<file path="config.mk">
export PLATFORM = sky130hd
export DESIGN_NAME = seg7_scan_ctrl
export DESIGN_NICKNAME = d
export VERILOG_FILES = /design/src/rtl/seg7_scan_ctrl.sv
export SDC_FILE = /design/constraint.sdc
export NUM_CORES = 1
export LEC_CHECK = 0
export ABC_CLOCK_PERIOD_IN_PS = 3900
export CAP_MARGIN = 10
export CELL_PAD_IN_SITES_DETAIL_PLACEMENT = 0
export CELL_PAD_IN_SITES_GLOBAL_PLACEMENT = 1
export CORE_MARGIN = 4
export CORE_UTILIZATION = 35
export CTS_CLUSTER_SIZE = 10
export DETAILED_ROUTE_END_ITERATION = 10
export MAX_ROUTING_LAYER = met4
export PLACE_DENSITY_LB_ADDON = 0.1
export SLEW_MARGIN = 0
export SYNTH_ARGS = -nofsm -noshare
export SYNTH_HDL_FRONTEND = slang
export SYNTH_SLANG_ARGS = --single-unit
</file>
<file path="constraint.sdc">
create_clock -name clk -period 3.9 [get_ports clk]
set_clock_uncertainty 0.05 [all_clocks]
set_input_delay 1.17 -clock clk [delete_from_list [all_inputs] [get_ports clk]]
set_output_delay 1.17 -clock clk [all_outputs]
set_load 0.005 [all_outputs]
</file>
<file path="src/rtl/seg7_scan_ctrl.sv">
// seg7_scan_ctrl -- time-multiplexed scan controller for a common-cathode
// multi-digit 7-segment display sharing one hex decoder.
//
// Ports:
//   clk, reset            clock, asynchronous active-high reset
//   value_in, dp_in       display word (nibble i -> digit i) and dp bits
//   load_valid/ready      load handshake into the pending buffer
//   lz_suppress           leading-zero suppression enable (live)
//   digit_nibble          nibble for the shared decoder
//   digit_sel             one-hot digit enable, zero while blanked
//   dp_out                decimal point of the current digit
//   frame_done            pulse on the last cycle of each frame
//
// Each slot is PRESCALE cycles: BLANK_CYCLES with all digits off, then the
// digit is shown. New words land in a pending buffer and are copied to the
// active word only at the frame boundary, so a frame never mixes two words.
module seg7_scan_ctrl #(
  parameter int NUM_DIGITS   = 4,
  parameter int PRESCALE     = 1000,
  parameter int BLANK_CYCLES = 16
) (
  input  logic                    clk,
  input  logic                    reset,
  input  logic [4*NUM_DIGITS-1:0] value_in,
  input  logic [NUM_DIGITS-1:0]   dp_in,
  input  logic                    load_valid,
  output logic                    load_ready,
  input  logic                    lz_suppress,
  output logic [3:0]              digit_nibble,
  output logic [NUM_DIGITS-1:0]   digit_sel,
  output logic                    dp_out,
  output logic                    frame_done
);

  localparam int IW = (NUM_DIGITS > 1) ? $clog2(NUM_DIGITS) : 1;
  localparam int CW = (PRESCALE > 1) ? $clog2(PRESCALE) : 1;
  localparam logic [IW-1:0] IDX_LAST = IW'(NUM_DIGITS - 1);
  localparam logic [CW-1:0] CNT_LAST = CW'(PRESCALE - 1);
  localparam logic [CW-1:0] CNT_SHOW = CW'(BLANK_CYCLES);

  typedef enum logic {ST_BLANK, ST_SHOW} state_t;

  state_t                  state, state_nxt;
  logic [CW-1:0]           cnt, cnt_nxt;
  logic [IW-1:0]           idx, idx_nxt;
  logic [4*NUM_DIGITS-1:0] active, active_nxt, pending;
  logic [NUM_DIGITS-1:0]   active_dp, active_dp_nxt, pending_dp;
  logic                    pend_full;
  logic                    slot_wrap, swap, take, frame_done_nxt, all_zero;
  logic [NUM_DIGITS-1:0]   lz_mask, sel_onehot, sel_nxt;
  logic [3:0]              nibble_nxt;
  logic                    dp_nxt;

  assign load_ready = !pend_full;

  // Outputs are registered but derived from the next cnt/idx/active values,
  // so each registered output lines up with the counter state of its cycle.
  always_comb begin
    slot_wrap = (cnt == CNT_LAST);
    cnt_nxt   = slot_wrap ? '0 : cnt + 1'b1;
    idx_nxt   = idx;
    if (slot_wrap) idx_nxt = (idx == IDX_LAST) ? '0 : idx + 1'b1;
    frame_done_nxt = (idx_nxt == IDX_LAST) && (cnt_nxt == CNT_LAST);

    take          = load_valid && !pend_full;
    swap          = frame_done && pend_full;
    active_nxt    = swap ? pending    : active;
    active_dp_nxt = swap ? pending_dp : active_dp;

    // lz_mask[i]: all active nibbles from the top down to i are zero.
    all_zero = 1'b1;
    lz_mask  = '0;
    for (int i = NUM_DIGITS - 1; i > 0; i--) begin
      all_zero   = all_zero && (active_nxt[4*i +: 4] == 4'h0);
      lz_mask[i] = all_zero;
    end

    for (int i = 0; i < NUM_DIGITS; i++) sel_onehot[i] = (idx_nxt == IW'(i));

    // Suppression is decided at the BLANK->SHOW point; a suppressed digit
    // simply never leaves BLANK for that slot.
    state_nxt = state;
    case (state)
      ST_BLANK: if (cnt_nxt == CNT_SHOW && !(lz_suppress && lz_mask[idx_nxt]))
                  state_nxt = ST_SHOW;
      ST_SHOW:  if (slot_wrap) state_nxt = ST_BLANK;
      default:  state_nxt = ST_BLANK;
    endcase

    // Nibble is driven through BLANK too, so the decoder has settled on the
    // new digit before its enable rises.
    nibble_nxt = active_nxt[{idx_nxt, 2'b00} +: 4];
    sel_nxt    = (state_nxt == ST_SHOW) ? sel_onehot : '0;
    dp_nxt     = (state_nxt == ST_SHOW) && active_dp_nxt[idx_nxt];
  end

  always_ff @(posedge clk or posedge reset) begin
    if (reset) begin
      state        <= ST_BLANK;
      cnt          <= '0;
      idx          <= '0;
      active       <= '0;
      active_dp    <= '0;
      pending      <= '0;
      pending_dp   <= '0;
      pend_full    <= 1'b0;
      digit_nibble <= 4'h0;
      digit_sel    <= '0;
      dp_out       <= 1'b0;
      frame_done   <= 1'b0;
    end else begin
      state        <= state_nxt;
      cnt          <= cnt_nxt;
      idx          <= idx_nxt;
      active       <= active_nxt;
      active_dp    <= active_dp_nxt;
      digit_nibble <= nibble_nxt;
      digit_sel    <= sel_nxt;
      dp_out       <= dp_nxt;
      frame_done   <= frame_done_nxt;
      // take and swap are exclusive: take needs pending empty, swap full.
      if (take) begin
        pending    <= value_in;
        pending_dp <= dp_in;
        pend_full  <= 1'b1;
      end else if (swap) begin
        pend_full  <= 1'b0;
      end
    end
  end

endmodule

</file>
==> results.json, run 1 <==
{
  "status": "finished, final reports clean",
  "slew_violations": 0,
  "syn_nets": 271,
  "drc": 0,
  "fin_crit_ns": 2.69,
  "syn2layout_area_growth_pct": 20.9,
  "ys_seq_area_share_pct": 53.0,
  "dieArea_um2": 10200,
  "async_reset_ff_share_pct": 100,
  "grt_pass1_wl_mm": 11.2,
  "synth_top_area_share_pct": 53.0,
  "post-cts-setup-buffers": 0,
  "cts_hold_repair.buffers": 0,
  "clkSinkCount": 64,
  "max_freq_mhz": 371,
  "setup_violations": 0,
  "ys_types": 56,
  "ant_nets": 0,
  "crit_fanout": 12,
  "yosys.area.top_type": "dfrtp_1",
  "ys.flop_type": "dfrtp_1",
  "ys_ff_latch": 64,
  "cts_tree": "done",
  "cts_buffer_depth": 2,
  "wirelength_mm": 6.59,
  "syn_area_per_cell_um2": 12.4,
  "dr.pass1.iters": 4,
  "slew_headroom_pct": 48.7,
  "place_hpwl_mm": 4.67,
  "end_kind": "register",
  "hold_violations": 0,
  "clk_latency_ns": 0.34,
  "maxCapViolCount": 0,
  "num-fill-cells": 815,
  "min_period_over_period_pct": 69.0,
  "grt_pass1_vias": 2168,
  "die_w_um": 101,
  "vias_per_cell": 5.30,
  "grt_max_degree": 65,
  "syn_area_um2": 3020,
  "core_area_um2": 8300,
  "hold_path.class": "register to register",
  "synth-edff-count": 0,
  "antenna_found_initial": 0,
  "initial_core_util_pct": 36.4,
  "grt.overflow.total": 0,
  "fin_tns_setup_ns": 0,
  "num_rows": 33,
  "ctsRootBufferMaster": "clkbuf_8",
  "syn_inst": 244,
  "critPathMaxStageDelay_ns": 0.58,
  "drive_above_1_share_pct": 25.1,
  "cts_resized": 0,
  "io_pins": 35,
  "drt_iter0_markers": 45,
  "crit_type": "register to register",
  "gp_congestion": 0.821,
  "power.density_nw_per_um2": 338,
  "required_ns": 4.10,
  "arrival_ns": 2.90,
  "yosysMostFrequentCell": "dfrtp_1",
  "numCtsBuffers": 9,
  "layout.nets": 309,
  "crit_family": "simple AND/OR/NAND/NOR gates",
  "p_leak_nw": 1.67,
  "grt_usage_pct": 14.7,
  "synth_area_leaders": "dfrtp_1 (53%), mux2_2 (13%), mux2i_1 (2.3%)",
  "clk_pin_slew_ns": 0.07,
  "seqCellArea_um2": 1600,
  "die_h_um": 101,
  "vias": 2078,
  "h-tree-depth": 3,
  "io_buffers": 34,
  "synth_common_cells": "dfrtp_1 (64), mux2_2 (36), inv_1 (13)",
  "slowest_stage": "o41a_4",
  "tightest_slew_ns": 0.765,
  "multi_input_area_um2": 1320,
  "antenna_cells": 0,
  "cp-start-kind": "register",
  "rsz0062_at_grt": "no",
  "yosys_warnings": 0,
  "finalHoldWorstSlack_ns": 0.438,
  "ir_drop_mv": 0.146,
  "crit_buf_inv": 0,
  "crit_path_cell_trace": "ha_1 -> nand2_1 -> nor3_4 -> a21oi_1 -> o41a_4 -> nor3_2",
  "wl_per_cell_um": 16.8
}
## kinds of logic (layout without fill, tap and decap cells)
| group | after synthesis | in the layout | synth area share, % |
|---|---|---|---|
| buf+inv | 24 | 67 | 3.52 |
| simple gates | 63 | 63 | 13.4 |
| compound gates | 42 | 42 | 11.7 |
| xor+xnor | 5 | 5 | 1.45 |
| flops | 64 | 64 | 53.0 |
| mux | 43 | 43 | 15.7 |
| fa+ha+maj | 3 | 3 | 1.24 |
## worst paths after layout
path                               from           end  slack, ns  cells after the start
hold / removal             active_dp[0]  active_dp[0]       0.44                      2
setup / recovery                 cnt[0]  digit_sel[3]       1.21                      6
hold reg to reg            active_dp[0]  active_dp[0]       0.44                      2
min in group asynchronous         reset    pending[9]       1.17                      3
max in group asynchronous         reset  digit_sel[3]       2.35                      3
setup reg to reg                 cnt[0]  digit_sel[3]       1.21                      6
## sequential cells by signal (all words and copies together) (netlist names)
| register | flops |
|---|---|
| active | 16 |
| active_dp | 4 |
| cnt | 10 |
| digit_nibble | 4 |
| digit_sel | 4 |
| dp_out | 1 |
| frame_done | 1 |
| idx | 2 |
| pend_full | 1 |
| pending | 16 |
| pending_dp | 4 |
| state | 1 |
## final cells by class
class | instances | share of cell area, %
sequential | 64 | 43.8
multi-input combinational | 156 | 36.1
inverter | 13 | 1.34
clock inverter | 7 | 1.30
tap | 105 | 3.60
clock buffer | 9 | 3.39
timing repair buffer | 38 | 10.5
## cell usage in the layout (no fill, tap or decap), types with 2 or more instances in the layout
master,instances
o21ai_0,8
buf_4,3
mux2_2,36
dfrtp_1,64
nor4_1,5
o2111ai_1,6
nand3_1,5
ha_1,3
nand2_1,10
clkinvlp_4,2
o31ai_1,2
or3_1,3
xor2_1,2
and4_1,4
nand4_1,5
nor3b_1,3
a211oi_1,3
mux2i_1,7
xnor2_1,3
clkinv_2,3
inv_1,12
clkbuf_8,9
nand2b_1,5
clkdlybuf4s50_1,34
nor3_2,3
a21oi_1,4
nor2_1,10
## report_power, final
part | internal [mW] | total, mW | leakage, nW | switching [mW]
clock network | 0.230 | 0.504 | 0.0854 | 0.274
logic | 0.0311 | 0.0498 | 0.740 | 0.0188
registers | 0.674 | 0.681 | 0.843 | 0.00738
total | 0.935 | 1.23 | 1.67 | 0.300
## per-stage QoR
| step | total power [mW] | cell area, um^2 | worst slack (ns) | instances | utilization, % |
|---|---|---|---|---|---|
| 2_1_floorplan | 0.712 | 3020 | 1.08 | 244 | - |
| 3_3_place_gp | 0.746 | 3480 | 1.26 | 376 | 42.0 |
| 3_5_place_dp | 0.746 | 3480 | 1.22 | 376 | 42.0 |
| 4_1_cts | 1.26 | 3650 | 1.19 | 392 | 44.0 |
| 5_1_grt | 1.29 | 3650 | 0.933 | 392 | 44.0 |
| 6_report | 1.23 | 3650 | 1.21 | 392 | 44.0 |
## layer usage
metal	wire length, um	GRT usage (%)	vias up
met3	346	4.78	6
met2	3110	22.2	54
met1	3060	18.9	1043
met4	75	4.40	0
li1	-	-	975
met5	0	-	-
## worst register-to-register path: cells and delay by family (launching register included)
kind / cells / cell delay, ns
and+or+nand+nor: 3 / 0.99
AOI/OAI and AO/OA: 2 / 0.76
DFF: 1 / 0.47
adders and majority gates: 1 / 0.34
(Power assumes the default switching activity.)
==> run 2: changes to the inputs <==
--- a/config.mk
+++ b/config.mk
@@ -5,7 +5,7 @@
 export SDC_FILE = /design/constraint.sdc
 export NUM_CORES = 1
 export LEC_CHECK = 0
-export ABC_CLOCK_PERIOD_IN_PS = 3900
+export ABC_CLOCK_PERIOD_IN_PS = 2330
 export CAP_MARGIN = 10
 export CELL_PAD_IN_SITES_DETAIL_PLACEMENT = 0
 export CELL_PAD_IN_SITES_GLOBAL_PLACEMENT = 1
==> constraint.sdc (replaced) <==
create_clock -name clk -period 2.33 [get_ports clk]
set_clock_uncertainty 0.05 [all_clocks]
set_input_delay 0.699 -clock clk [delete_from_list [all_inputs] [get_ports clk]]
set_output_delay 0.699 -clock clk [all_outputs]
set_load 0.005 [all_outputs]
==> results.json, run 2 (synthesized netlist as in run 1, its figures left out) <==
{
  "status": "finished, final reports clean",
  "wirelength_mm": 6.49,
  "antenna_cells": 0,
  "worst-path-stages": 6,
  "crit_fanout": 6,
  "core_area_um2": 8300,
  "fin_util_pct": 46.2,
  "dieArea_um2": 10200,
  "initial_core_util_pct": 36.4,
  "grt_max_degree": 65,
  "final_common_cell": "dfrtp_1",
  "maxCapViolCount": 0,
  "power.density_nw_per_um2": 559,
  "arrival_ns": 2.31,
  "critPathMaxStageDelay_ns": 0.43,
  "cp-start-kind": "register",
  "p_comb_share_pct": 3.9,
  "io_buffers": 34,
  "ctsRootBufferMaster": "clkbuf_8",
  "required_ns": 2.49,
  "clkSinkCount": 64,
  "num_rows": 33,
  "gp_congestion": 0.843,
  "r2r_cells": 6,
  "end_kind": "register",
  "endpoint": "digit_sel[2]",
  "slew_headroom_pct": 65.5,
  "pwr-share-clk_pct": 42.8,
  "crit_buf_inv": 0,
  "cts_buffer_depth": 2,
  "cts_tree": "done",
  "drive_above_1_share_pct": 29.2,
  "tightest_slew_ns": 0.514,
  "grt_pass1_wl_mm": 10.9,
  "p_seq_share_pct": 53.2,
  "vias": 2123,
  "ant_nets": 0,
  "grt_usage_pct": 14.3,
  "hold_path.class": "register to register",
  "ir_drop_mv": 0.297,
  "rsz0062_at_grt": "no",
  "max_freq_mhz": 465,
  "clk_latency_ns": 0.33,
  "fin_tns_setup_ns": 0,
  "r2r-start": "idx[1]",
  "crit_type": "register to register",
  "die_h_um": 101,
  "p_int_mw": 1.69,
  "crit_family": "simple AND/OR/NAND/NOR gates",
  "reg_top3": "active x16, pending x16, cnt x10",
  "place_hpwl_mm": 4.79,
  "grt_pass1_vias": 2160,
  "slowest_stage": "dfrtp_1",
  "numCtsBuffers": 9,
  "die_w_um": 101,
  "p_sw_share_pct": 21.0,
  "layout.nets": 329,
  "crit_path_start": "idx[1]",
  "clk_pin_slew_ns": 0.07,
  "crit_path_cell_trace": "ha_1 -> or3_1 -> nor4_2 -> o2111ai_1 -> o22ai_2 -> nor3b_2",
  "slew_violations": 0,
  "fin_crit_ns": 2.15,
  "antenna_found_initial": 0,
  "hold_violations": 0,
  "final_cell_mix": "dfrtp_1 (64), mux2_2 (36), clkdlybuf4s50_1 (34), buf_4 (22), inv_1 (12)",
  "wl_per_cell_um": 15.8,
  "r2r_end": "digit_sel[2]",
  "setup_violations": 0,
  "min_period_over_period_pct": 92.2,
  "vias_per_cell": 5.18,
  "cts_hold_repair.buffers": 0,
  "dr.pass1.iters": 4,
  "io_pins": 35,
  "p_leak_nw": 1.78,
  "cts_resized": 0,
  "switchingPower_uw": 451,
  "rrSetupSlack_ns": 0.18,
  "h-tree-depth": 3,
  "drt_iter0_markers": 73,
  "post-cts-setup-buffers": 0,
  "drc": 0,
  "grt.overflow.total": 0,
  "syn2layout_area_growth_pct": 26.8
}
[run 2: area by class of cell]
cell class	instances	area [um^2]
inverters	13	52.6
well taps	105	131
fillers	792	4470
clock buffers	11	141
clock inverters	3	43.8
multi-input cells	156	1320
flip-flops and latches	64	1600
repair buffers	58	546
[run 2: how the worst min path moves through the flow]
stage | from | endpoint | cells past startpoint
finish | frame_done | pend_full | 1
floorplan | active_dp[0] | active_dp[0] | 2
CTS | frame_done | pend_full | 1
global placement | active_dp[0] | active_dp[0] | 2
global route | active_dp[0] | active_dp[0] | 2
detailed placement | active_dp[0] | active_dp[0] | 2
[run 2: layer usage]
layer | vias up | track usage, % | share of wire (%)
li1 | 1022 | - | -
met5 | - | - | 0
met4 | 0 | 4.60 | 1.3
met3 | 10 | 3.60 | 4.5
met2 | 44 | 20.9 | 44
met1 | 1047 | 19.5 | 50
[run 2: per-stage QoR]
step           hold slack (ns)  std cells  instance area, um^2  power (mW)  setup WS (ns)
2_1_floorplan            0.397        244                 3030        1.19          0.193
6_report                 0.433        410                 3830        2.14          0.181
5_1_grt                  0.466        410                 3830        2.25        0.00706
4_1_cts                  0.438        410                 3830        2.19          0.159
3_3_place_gp             0.424        396                 3650        1.25          0.184
3_5_place_dp             0.430        396                 3650        1.25          0.176
[run 2: power groups by stage]
stage | clock (mW) | combinational (mW) | sequential (mW)
floorplan | 0 | 0.0351 | 1.16
global placement | 0 | 0.0867 | 1.16
detailed placement | 0 | 0.0876 | 1.16
CTS | 0.960 | 0.0882 | 1.14
global route | 1.01 | 0.0954 | 1.14
finish | 0.918 | 0.0844 | 1.14
==> run 3: changes to the inputs <==
--- a/config.mk
+++ b/config.mk
@@ -15,7 +15,7 @@
 export DETAILED_ROUTE_END_ITERATION = 10
 export MAX_ROUTING_LAYER = met4
 export PLACE_DENSITY_LB_ADDON = 0.1
-export SLEW_MARGIN = 0
+export SLEW_MARGIN = 10
 export SYNTH_ARGS = -nofsm -noshare
 export SYNTH_HDL_FRONTEND = slang
 export SYNTH_SLANG_ARGS = --single-unit
==> results of run 3 <==
Final layout, timing and power as in run 2 (identical DEF).
